**config.mk**
```make
export PLATFORM = sky130hd
export DESIGN_NAME = sync_fifo_bypass_rr
export DESIGN_NICKNAME = d
export VERILOG_FILES = /design/src/rtl/sync_fifo_bypass_rr_pkg.sv /design/src/rtl/sync_fifo_bypass_rr_ch.sv /design/src/rtl/sync_fifo_bypass_rr.sv
export SDC_FILE = /design/constraint.sdc
export NUM_CORES = 2
export LEC_CHECK = 0
export ABC_AREA = 1
export ABC_CLOCK_PERIOD_IN_PS = 9600
export CAP_MARGIN = 25
export CORE_MARGIN = 4
export CORE_UTILIZATION = 45
export CTS_BUF_LIST = sky130_fd_sc_hd__clkbuf_4
export CTS_CLUSTER_SIZE = 30
export DETAILED_ROUTE_END_ITERATION = 10
export DONT_BUFFER_PORTS = 1
export SLEW_MARGIN = 20
export SYNTH_ARGS = -nofsm -noshare
export SYNTH_HDL_FRONTEND = slang
export SYNTH_HIERARCHICAL = 1
export SYNTH_SLANG_ARGS = --single-unit
```
**constraint.sdc**
```tcl
create_clock -name CLK -period 9.6 [get_ports CLK]
set_input_delay 0.96 -clock CLK [delete_from_list [all_inputs] [get_ports CLK]]
set_output_delay 0.96 -clock CLK [all_outputs]
set_load 0.1 [all_outputs]
```
**src/rtl/sync_fifo_bypass_rr_pkg.sv**
```systemverilog
// Shared constants and helpers for the multi-channel bypass FIFO with round-robin output.
// Latency: none (package only).
// Backpressure: none (package only).
package sync_fifo_bypass_pkg;

    localparam int NCH_DEF   = 4;
    localparam int DEPTH_DEF = 8;
    localparam int WIDTH_DEF = 64;

    // Width of an index that can address n items; never narrower than one bit.
    function automatic int chan_w(input int n);
        return (n > 1) ? $clog2(n) : 1;
    endfunction

endpackage

```
**src/rtl/sync_fifo_bypass_rr_ch.sv**
```systemverilog
// One channel: head register plus (DEPTH-1)-entry circular memory, count, full and sticky overflow.
// Latency: a write into an empty channel (or one draining its last word) is at the head one cycle later.
// Backpressure: writes while full are dropped and flagged; pop is only asserted while head_vld is set.
module bypass_fifo_ch
    import sync_fifo_bypass_pkg::*;
#(
    parameter int DEPTH = DEPTH_DEF,
    parameter int WIDTH = WIDTH_DEF
) (
    input  logic             clk,
    input  logic             rst_n,
    input  logic             wr_en,
    input  logic [WIDTH-1:0] wr_data,
    input  logic             pop,
    output logic             head_vld,
    output logic [WIDTH-1:0] head_dat,
    output logic             full,
    output logic             overflow
);

    localparam int MEMD = DEPTH - 1;
    localparam int PW   = chan_w(MEMD);
    localparam int CW   = $clog2(DEPTH + 1);

    logic [WIDTH-1:0] mem [MEMD];
    logic [PW-1:0]    wr_ptr;
    logic [PW-1:0]    rd_ptr;
    logic [CW-1:0]    cnt;
    logic [CW-1:0]    cnt_nxt;
    logic             accept;
    logic             mem_empty;
    logic             head_load_wr;
    logic             head_load_mem;
    logic             mem_wr;

    // Pointers run modulo the memory size, which need not be a power of two.
    function automatic logic [PW-1:0] ptr_inc(input logic [PW-1:0] p);
        return (p == PW'(MEMD - 1)) ? '0 : p + PW'(1);
    endfunction

    // Steer each accepted write either straight into the head or into the memory behind it.
    always_comb begin
        accept        = wr_en && !full;
        // The memory holds every stored word except the one sitting in the head.
        mem_empty     = (cnt == {{(CW-1){1'b0}}, head_vld});
        head_load_mem = pop && !mem_empty;
        head_load_wr  = accept && (!head_vld || (pop && mem_empty));
        mem_wr        = accept && !head_load_wr;
        case ({accept, pop})
            2'b10:   cnt_nxt = cnt + CW'(1);
            2'b01:   cnt_nxt = cnt - CW'(1);
            default: cnt_nxt = cnt;
        endcase
    end

    // Head register, pointers, occupancy and status flags.
    always_ff @(posedge clk or negedge rst_n) begin
        if (!rst_n) begin
            cnt      <= '0;
            wr_ptr   <= '0;
            rd_ptr   <= '0;
            head_vld <= 1'b0;
            head_dat <= '0;
            full     <= 1'b0;
            overflow <= 1'b0;
        end else begin
            cnt  <= cnt_nxt;
            full <= (cnt_nxt == CW'(DEPTH));
            if (wr_en && full) begin
                overflow <= 1'b1;
            end
            if (head_load_mem) begin
                head_dat <= mem[rd_ptr];
                rd_ptr   <= ptr_inc(rd_ptr);
            end else if (head_load_wr) begin
                head_dat <= wr_data;
                head_vld <= 1'b1;
            end else if (pop) begin
                head_vld <= 1'b0;
            end
            if (mem_wr) begin
                wr_ptr <= ptr_inc(wr_ptr);
            end
        end
    end

    // Storage array; contents are only ever read behind a valid pointer so no reset is needed.
    always_ff @(posedge clk) begin
        if (mem_wr) begin
            mem[wr_ptr] <= wr_data;
        end
    end

endmodule

```
**src/rtl/sync_fifo_bypass_rr.sv**
```systemverilog
// NCH independent bypass FIFOs merged onto one output by a round-robin arbiter.
// Latency: one cycle from write edge to o_Valid/o_Data on an idle channel.
// Backpressure: i_Ready low locks the presented channel/word until it transfers; full channels drop writes.
module sync_fifo_bypass_rr
    import sync_fifo_bypass_pkg::*;
#(
    parameter int NCH   = NCH_DEF,
    parameter int DEPTH = DEPTH_DEF,
    parameter int WIDTH = WIDTH_DEF
) (
    input  logic                   CLK,
    input  logic                   Reset_n,
    input  logic [NCH-1:0]         i_WrEn,
    input  logic [NCH*WIDTH-1:0]   i_WrData,
    output logic [NCH-1:0]         o_Full,
    output logic [NCH-1:0]         o_Overflow,
    output logic                   o_Valid,
    output logic [WIDTH-1:0]       o_Data,
    output logic [chan_w(NCH)-1:0] o_Chan,
    input  logic                   i_Ready
);

    localparam int CW = chan_w(NCH);

    logic [NCH-1:0]   head_vld;
    logic [NCH-1:0]   pop;
    logic [WIDTH-1:0] head_dat [NCH];
    logic [CW-1:0]    rr_ptr;
    logic [CW-1:0]    lock_ch;
    logic             lock;
    logic [CW-1:0]    pick;
    logic [CW-1:0]    sel;
    logic [CW-1:0]    idx;
    logic             found;
    logic             xfer;
    int               scan;

    for (genvar c = 0; c < NCH; c++) begin : g_ch
        bypass_fifo_ch #(
            .DEPTH (DEPTH),
            .WIDTH (WIDTH)
        ) u_ch (
            .clk      (CLK),
            .rst_n    (Reset_n),
            .wr_en    (i_WrEn[c]),
            .wr_data  (i_WrData[c*WIDTH +: WIDTH]),
            .pop      (pop[c]),
            .head_vld (head_vld[c]),
            .head_dat (head_dat[c]),
            .full     (o_Full[c]),
            .overflow (o_Overflow[c])
        );
    end

    // Round-robin search: first valid head at or after rr_ptr, wrapping past NCH-1.
    always_comb begin
        pick  = '0;
        found = 1'b0;
        idx   = '0;
        scan  = 0;
        for (int i = 0; i < NCH; i++) begin
            scan = int'(rr_ptr) + i;
            if (scan >= NCH) begin
                scan = scan - NCH;
            end
            idx = CW'(scan);
            if (!found && head_vld[idx]) begin
                found = 1'b1;
                pick  = idx;
            end
        end
    end

    // Output mux; a stalled word keeps its channel even if higher-priority heads appear.
    always_comb begin
        sel     = lock ? lock_ch : pick;
        o_Valid = |head_vld;
        o_Chan  = sel;
        o_Data  = head_dat[sel];
        xfer    = o_Valid && i_Ready;
        for (int c = 0; c < NCH; c++) begin
            pop[c] = xfer && (sel == CW'(c));
        end
    end

    // Stall lock and round-robin pointer advance.
    always_ff @(posedge CLK or negedge Reset_n) begin
        if (!Reset_n) begin
            rr_ptr  <= '0;
            lock    <= 1'b0;
            lock_ch <= '0;
        end else begin
            lock    <= o_Valid && !i_Ready;
            lock_ch <= sel;
            if (xfer) begin
                rr_ptr <= (sel == CW'(NCH - 1)) ? '0 : sel + CW'(1);
            end
        end
    end

endmodule

```
Yosys cells after proc, flatten, opt, wreduce, memory -nomap -nowiden:

Memory sizes are Yosys's and may differ from the RTL's.
Index checks and enable logic that the tools add are counted.

* memory bits (writable): 1792
* memories kept: 4
* bits in read-only memories: 0
* register bits: 313
* latch bits: 0
* output and inout port bits: 75

Memories
* g_ch[0].u_ch.mem: words 7, width 64, read ports 1, clocked after Yosys merged registers in 0, wr ports 1, line sync_fifo_bypass_rr_ch.sv:25 `logic [WIDTH-1:0] mem [MEMD];`
* g_ch[1].u_ch.mem: words 7, width 64, read ports 1, clocked after Yosys merged registers in 0, wr ports 1, line sync_fifo_bypass_rr_ch.sv:25
* g_ch[2].u_ch.mem: words 7, width 64, read ports 1, clocked after Yosys merged registers in 0, wr ports 1, line sync_fifo_bypass_rr_ch.sv:25
* g_ch[3].u_ch.mem: words 7, width 64, read ports 1, clocked after Yosys merged registers in 0, wr ports 1, line sync_fifo_bypass_rr_ch.sv:25

* shifts and indexed selects: 0
* div/mod/pow operators: 0
* magnitude comparators: 9
* multiplexer cells: 60
* multiply operators: 0
* equal/unequal tests: 27
* add/subtract/negate cells: 24
* bitwise logic cells: 5
* reduce and logical (&&, ||, !) cells: 71

Operators by type and width (count)
* $mux 64: 10
* $bmux 64 s2: 1
* $logic_and 1x1->1: 33
* $pmux 4 s2: 4
* $add 3x1->3 const B: 8
* $eq 3x3->1 const B: 8
* $mux 3: 8
* $mux 1: 23
* $logic_not 1->1: 20
* $mux 2: 10
* $add 4x1->4 const B: 4
* $eq 4x1->1: 4
* $eq 4x4->1 const B: 4
* $reduce_bool 2->1: 8
* $sub 4x1->4 const B: 4
* $eq 2x2->1 const B: 6
* $ge 3x3->1 const B: 4
* $lt 2x3->1 const B: 4
* $eq 2x1->1 const B: 5
* $bmux 1 s2: 4
* $reduce_and 2->1: 4
* $sub 2x1->2 const B: 4
* $add 2x2->3 const B: 2
* $logic_or 1x1->1: 4
* other kinds (7): 10

Longest topological paths before layout:

* depth in word-level cells: 24
* gate-level depth with buffers: 26
* gate-level depth less buffers: 25

By module:

The synthesis kept the hierarchy.

By module, submodules not included
* bypass_fifo_ch (g_ch[1].u_ch ...): area each 21619.5 sq um, cells an instance 1948, sequential area each 15379.8 sq um, times used 3
* bypass_fifo_ch (g_ch[0].u_ch): area each 21550.7 sq um, cells an instance 1898, sequential area each 15379.8 sq um, times used 1
* sync_fifo_bypass_rr: area each 3135.5 sq um, cells an instance 726, sequential area each 125.1 sq um, times used 1

Least setup slack after synthesis:

Ideal clock, no wire load.

* path type: reg-to-reg
* start: register rr_ptr[0]
* end: memory g_ch[0].u_ch/mem[4][0] (netlist bit), enable pin
* cell stages (with the launch flop): 16
* data arrival time: 6729 ps
* data required time: 9035 ps
* setup slack: 2306 ps
* cells stage by stage: dfrtp_1 buf_4 nand2_1 nand2_1 nand2_1 nand2_1 nor2_2 nand3_1 nand4_1 nand2_1 inv_2 buf_2 nor2_1 nand3_1 nand3_1 nor3_1

* longest elaborated chain between the ends: 24

Ends and longest elaborated chain
* start: declaration: line sync_fifo_bypass_rr.sv:28 `logic [CW-1:0] rr_ptr;`
* start signal: assignment: line sync_fifo_bypass_rr.sv:96 `rr_ptr <= (sel == CW'(NCH - 1)) ? '0 : sel + CW'(1);`
* parallel branches: the longest is 13 deep, another holds $add 2x1->3
* $mux 2 (*): line sync_fifo_bypass_rr.sv:67 `if (!found && head_vld[idx]) begin`
* $mux 2 (*): line sync_fifo_bypass_rr.sv:76 `sel = lock ? lock_ch : pick;`
* named net o_Chan[1]: line sync_fifo_bypass_rr.sv:19 `output logic [chan_w(NCH)-1:0] o_Chan,`
* $logic_not 2->1 (*): line sync_fifo_bypass_rr.sv:82 `pop[c] = xfer && (sel == CW'(c));`
* $logic_and 1x1->1 (*): line sync_fifo_bypass_rr.sv:82
* named net pop[0]: line sync_fifo_bypass_rr.sv:26 `logic [NCH-1:0] pop;`
* $logic_and 1x1->1 (*): line sync_fifo_bypass_rr_ch.sv:47 `head_load_wr = accept && (!head_vld || (pop && mem_empty));`
* $logic_or 1x1->1 (*): line sync_fifo_bypass_rr_ch.sv:47
* $logic_and 1x1->1 (*): line sync_fifo_bypass_rr_ch.sv:47
* $logic_not 1->1 (*): line sync_fifo_bypass_rr_ch.sv:48 `mem_wr = accept && !head_load_wr;`
* $logic_and 1x1->1 (*): line sync_fifo_bypass_rr_ch.sv:48
* $mux 1 (*): line sync_fifo_bypass_rr_ch.sv:89 `if (mem_wr) begin`
* $mux 1 (implied by the code) (*): line sync_fifo_bypass_rr_ch.sv:90 `mem[wr_ptr] <= wr_data;`
* end: declaration: line sync_fifo_bypass_rr_ch.sv:25

Mark *: on every way through the listed nets, which the timed path passes. The select of a mux whose other input is x is not followed.

Worst setup path in the final report:

* start: register rr_ptr[0]
* end: output o_Data[22]

* longest elaborated chain between the ends: 19

Ends and longest elaborated chain
* parallel branches: the longest is 13 deep, another holds $add 2x1->3
* $mux 2 (*): line sync_fifo_bypass_rr.sv:67
* $mux 2 (*): line sync_fifo_bypass_rr.sv:76
* named net o_Chan[0]: line sync_fifo_bypass_rr.sv:19
* $not 2->3 (implied by the code) (*): line sync_fifo_bypass_rr.sv:79 `o_Data = head_dat[sel];`
* $bmux 64 s2 (*): line sync_fifo_bypass_rr.sv:79
* $mux 64 (implied by the code) (*) (2 in a row): line sync_fifo_bypass_rr.sv:79
* end: declaration: line sync_fifo_bypass_rr.sv:18 `output logic [WIDTH-1:0] o_Data,`

Marked as above.

==> reports/qor.yml <==
endpoint_arrival_time_on_the_critical_path_ns: 5.84
io_pins: 338
clock_skew_ns: 0.1462
grtUsageTotal_pct: 26.37
clockBufferDepth: 4
crit_fanout: 78
clock_insertion_delay_worst_skew_ns: 1.42
hold_path.startpoint: "i_WrEn[3]"
die_w_microns: 454.1
firstDrtPassIters: 5
drt_iter0_markers: 6388
critPathMostFrequentCell: "nand2_1"
synth_area_sq_um: 89540
worst_slew_margin_rel_pct: 25.28
grt_pass1_vias: 62409
fin_tns_setup_ns: 0
cts_inserted_buffers: 579
port-buffer-count: 0
final_util_pct: 51.64
critical_path.reg2reg.endpoint: "g_ch[0].u_ch/head_dat[52]$_DFFE_PN0P_"
nNetsFinal: 9221
timing.hold.worst_path_depth: 4
cp_launch_point: "rr_ptr[0]$_DFFE_PN0P_"
max_cap_viol: 0
finalWorstPathRequiredPeriod_ns: 6.797
final-max-slew-violation-count: 0
number_of_logic_stages_on_the_critical_path_including_buffering: 15
crit_end: "o_Data[22]"
post-route-drc-count: 0
worst_r2r_startpoint: "rr_ptr[0]$_DFFE_PN0P_"
power_density_nw_per_um2: 334.3
synth_seq_area_share_pct: 68.84
globalplace.congestion: 0.9296
grt_pass1_wl_mm: 407.8
dp_hpwl_mm: 159.4
path_buf_inv: 3
crit_path_start_kind: "flip-flop"
final_worst_path_cycle_share_pct: 70.81
worst_ep_required_time_ns: 8.64
synth_cell_type_count: 40
hold_path_class: "input pin to flip-flop"
crit_path_end_kind: "primary output"
setup_viol: 0
route.detailed.wl_per_inst_microns: 22.96
synth-seq-cells: 2105
site_rows: 163
synth-warning-count: 6
via_to_cell_ratio: 5.390
status: "completed"
cts-htree-levels: 6
clock_tree_from_tritoncts: "yes"
route.final.wire_length_mm: 277.2
final_cell_mix: "2091 x nand2_1, 1792 x edfxtp_1, 1056 x nor2_1"
antenna_left: 0
crit_chain: "inv_2, nand2_1, nand2_1, nand2_1, nand2_1, a21oi_1, nand2_1, nand3_4, buf_4, nand2_8, buf_4, nand2_1, nand2_1, nand2_1, nand2_1"
grt_start_max_net_pins: 314
total_gr_overflow: 0
layout-drive-gt1-share_pct: 12.44
antenna_found_initial: 76
cts.root.buffer_cell: "clkbuf_4"
post_cts_resize_count: 0
rr_worst_depth: 19
ir_drop_mv: 0.2808
critical_path.max_stage_delay_ns: 0.73
grt_setup_unrepaired: "false"
reg_clk_slew_reported_paths_ns: 0.07
timing.fmax_mhz: 147.1
dr_total_vias: 65064
area_of_the_core_sq_um: 197600
cts.sink_count: 2105
worst_slew_pin_slew_ns: 1.121
syn_to_final_growth_pct: 13.96
pre_cts_ws_ns: 3.649
initial_utilization_pct: 45.31
cts.repair_timing.setup_buffer_count: 0
power.leakage_nw: 41.16
crit_type: "flip-flop to primary output"
fp.dieArea_sq_um: 206200
avgSynthCellArea_sq_um: 10.57
timing.reg2reg.setup_slack_ns: 3.75
finalHoldViolations: 0
setup_ws_ns: 2.803
design_power_total_mw: 34.11
die_height_microns: 454.1
cpMaxStageDelayCell: "nand2_1"
final_common_cell: "nand2_1"
synth.net_count: 8743
cpLargestDelayFamily: "simple AND/OR/NAND/NOR gates"
instance_count_of_the_mapped_netlist: 8468
tightest hold or removal path: stages:
cell and delay (ns):
inv_1 0.20, nor2_1 0.17, nand2_1 0.10, nand2_1 0.05
sequential cells by signal, summed over array words and instances, names as in the netlist, 4 cells and up:
signal	count
g_ch.u_ch/wr_ptr	12
g_ch.u_ch/head_vld	4
g_ch.u_ch/mem	1792
g_ch.u_ch/head_dat	256
g_ch.u_ch/cnt	16
g_ch.u_ch/overflow	4
g_ch.u_ch/full	4
g_ch.u_ch/rd_ptr	12
cells by family (layout without fill, tap and decap cells):
logic type	count (synthesis)	count (layout)	synth area share, %
and+or+nand+nor	3989	3989	18.14
DFF	2105	2105	68.84
AOI/OAI and AO/OA	1315	1315	7.369
buffers and inverters	1039	1959	5.403
adders and majority gates	12	12	0.1677
xor gates and xnor gates	8	8	0.07824
other	0	43	0
synthesized netlist by cell type, drive strengths merged:
| cell type | n | area (sq um) |
|---|---|---|
| nand2 | 2113 | 8035 |
| edfxtp | 1792 | 53810 |
| nor2 | 1083 | 4108 |
| a21oi | 764 | 3824 |
| nand3 | 697 | 3493 |
| o21ai | 544 | 2723 |
| inv | 540 | 2032 |
| buf | 390 | 2394 |
| dfrtp | 313 | 7833 |
| clkbuf | 106 | 401.6 |
| or2 | 65 | 406.7 |
| nor3 | 23 | 130.1 |
| ha | 12 | 150.1 |
| a21o | 4 | 30.03 |
| nor3b | 4 | 45.05 |
| xnor2 | 4 | 35.03 |
| xor2 | 4 | 35.03 |
| clkinv | 3 | 11.26 |
| o21bai | 3 | 22.52 |
| and2 | 1 | 6.260 |
| and3 | 1 | 6.260 |
| nand4 | 1 | 6.260 |
| nor4 | 1 | 6.260 |
power by group:
| part | internal (mW) | switching [mW] | leakage [nW] |
|---|---|---|---|
| logic | 3.02 | 9.59 | 16.6 |
| registers | 11.8 | 1.58 | 20.1 |
| clock network | 4.37 | 3.76 | 4.47 |
| total | 19.2 | 14.9 | 41.2 |
per-stage QoR:
| step | std cells | hold WS, ns | instance area (sq um) |
|---|---|---|---|
| after global placement | 10703 | 0.4937 | 91050 |
| after detailed placement | 10735 | 0.4958 | 91730 |
| after floorplan | 8468 | 0.4761 | 89540 |
| after CTS | 12021 | 0.001089 | 101800 |
| after global routing | 12048 | 0.04490 | 102000 |
| final | 12071 | 0.1655 | 102000 |
metal layers:
layer | routed length, microns | GRT usage (%) | share of wire, %
met1 | 110200 | 34.94 | 40
met4 | 16220 | 14.66 | 5.9
met3 | 23130 | 5.533 | 8.3
met2 | 127400 | 40.72 | 46
met5 | 245 | 0 | 0.088
worst min path at each step:
stage,endpoint,slack (ns)
after floorplan,g_ch[1].u_ch/head_dat[0]$_DFFE_PN0P_,0.48
after global placement,g_ch[2].u_ch/head_dat[17]$_DFFE_PN0P_,0.49
after detailed placement,g_ch[2].u_ch/head_dat[17]$_DFFE_PN0P_,0.50
after CTS,g_ch[3].u_ch/head_vld$_DFFE_PN0P_,0.001
after global routing,g_ch[3].u_ch/head_vld$_DFFE_PN0P_,0.04
final,g_ch[3].u_ch/head_vld$_DFFE_PN0P_,0.17
layout make-up:
type,count,area [sq um]
Fill cell,17558,95580
Sequential cell,2105,61680
Multi-Input combinational cell,5324,23320
Clock buffer,895,6719
Timing Repair Buffer,393,4187
Tap cell,2640,3303
Inverter,543,2066
Clock inverter,128,655.6
Antenna cell,43,107.6
what timing repair did:
action	in CTS	in global routing
hold endpoints to repair	2370	0
hold buffers	263	0
endpoints found under the setup margin	0	0
No activity file was read; power rests on OpenSTA's default activity.
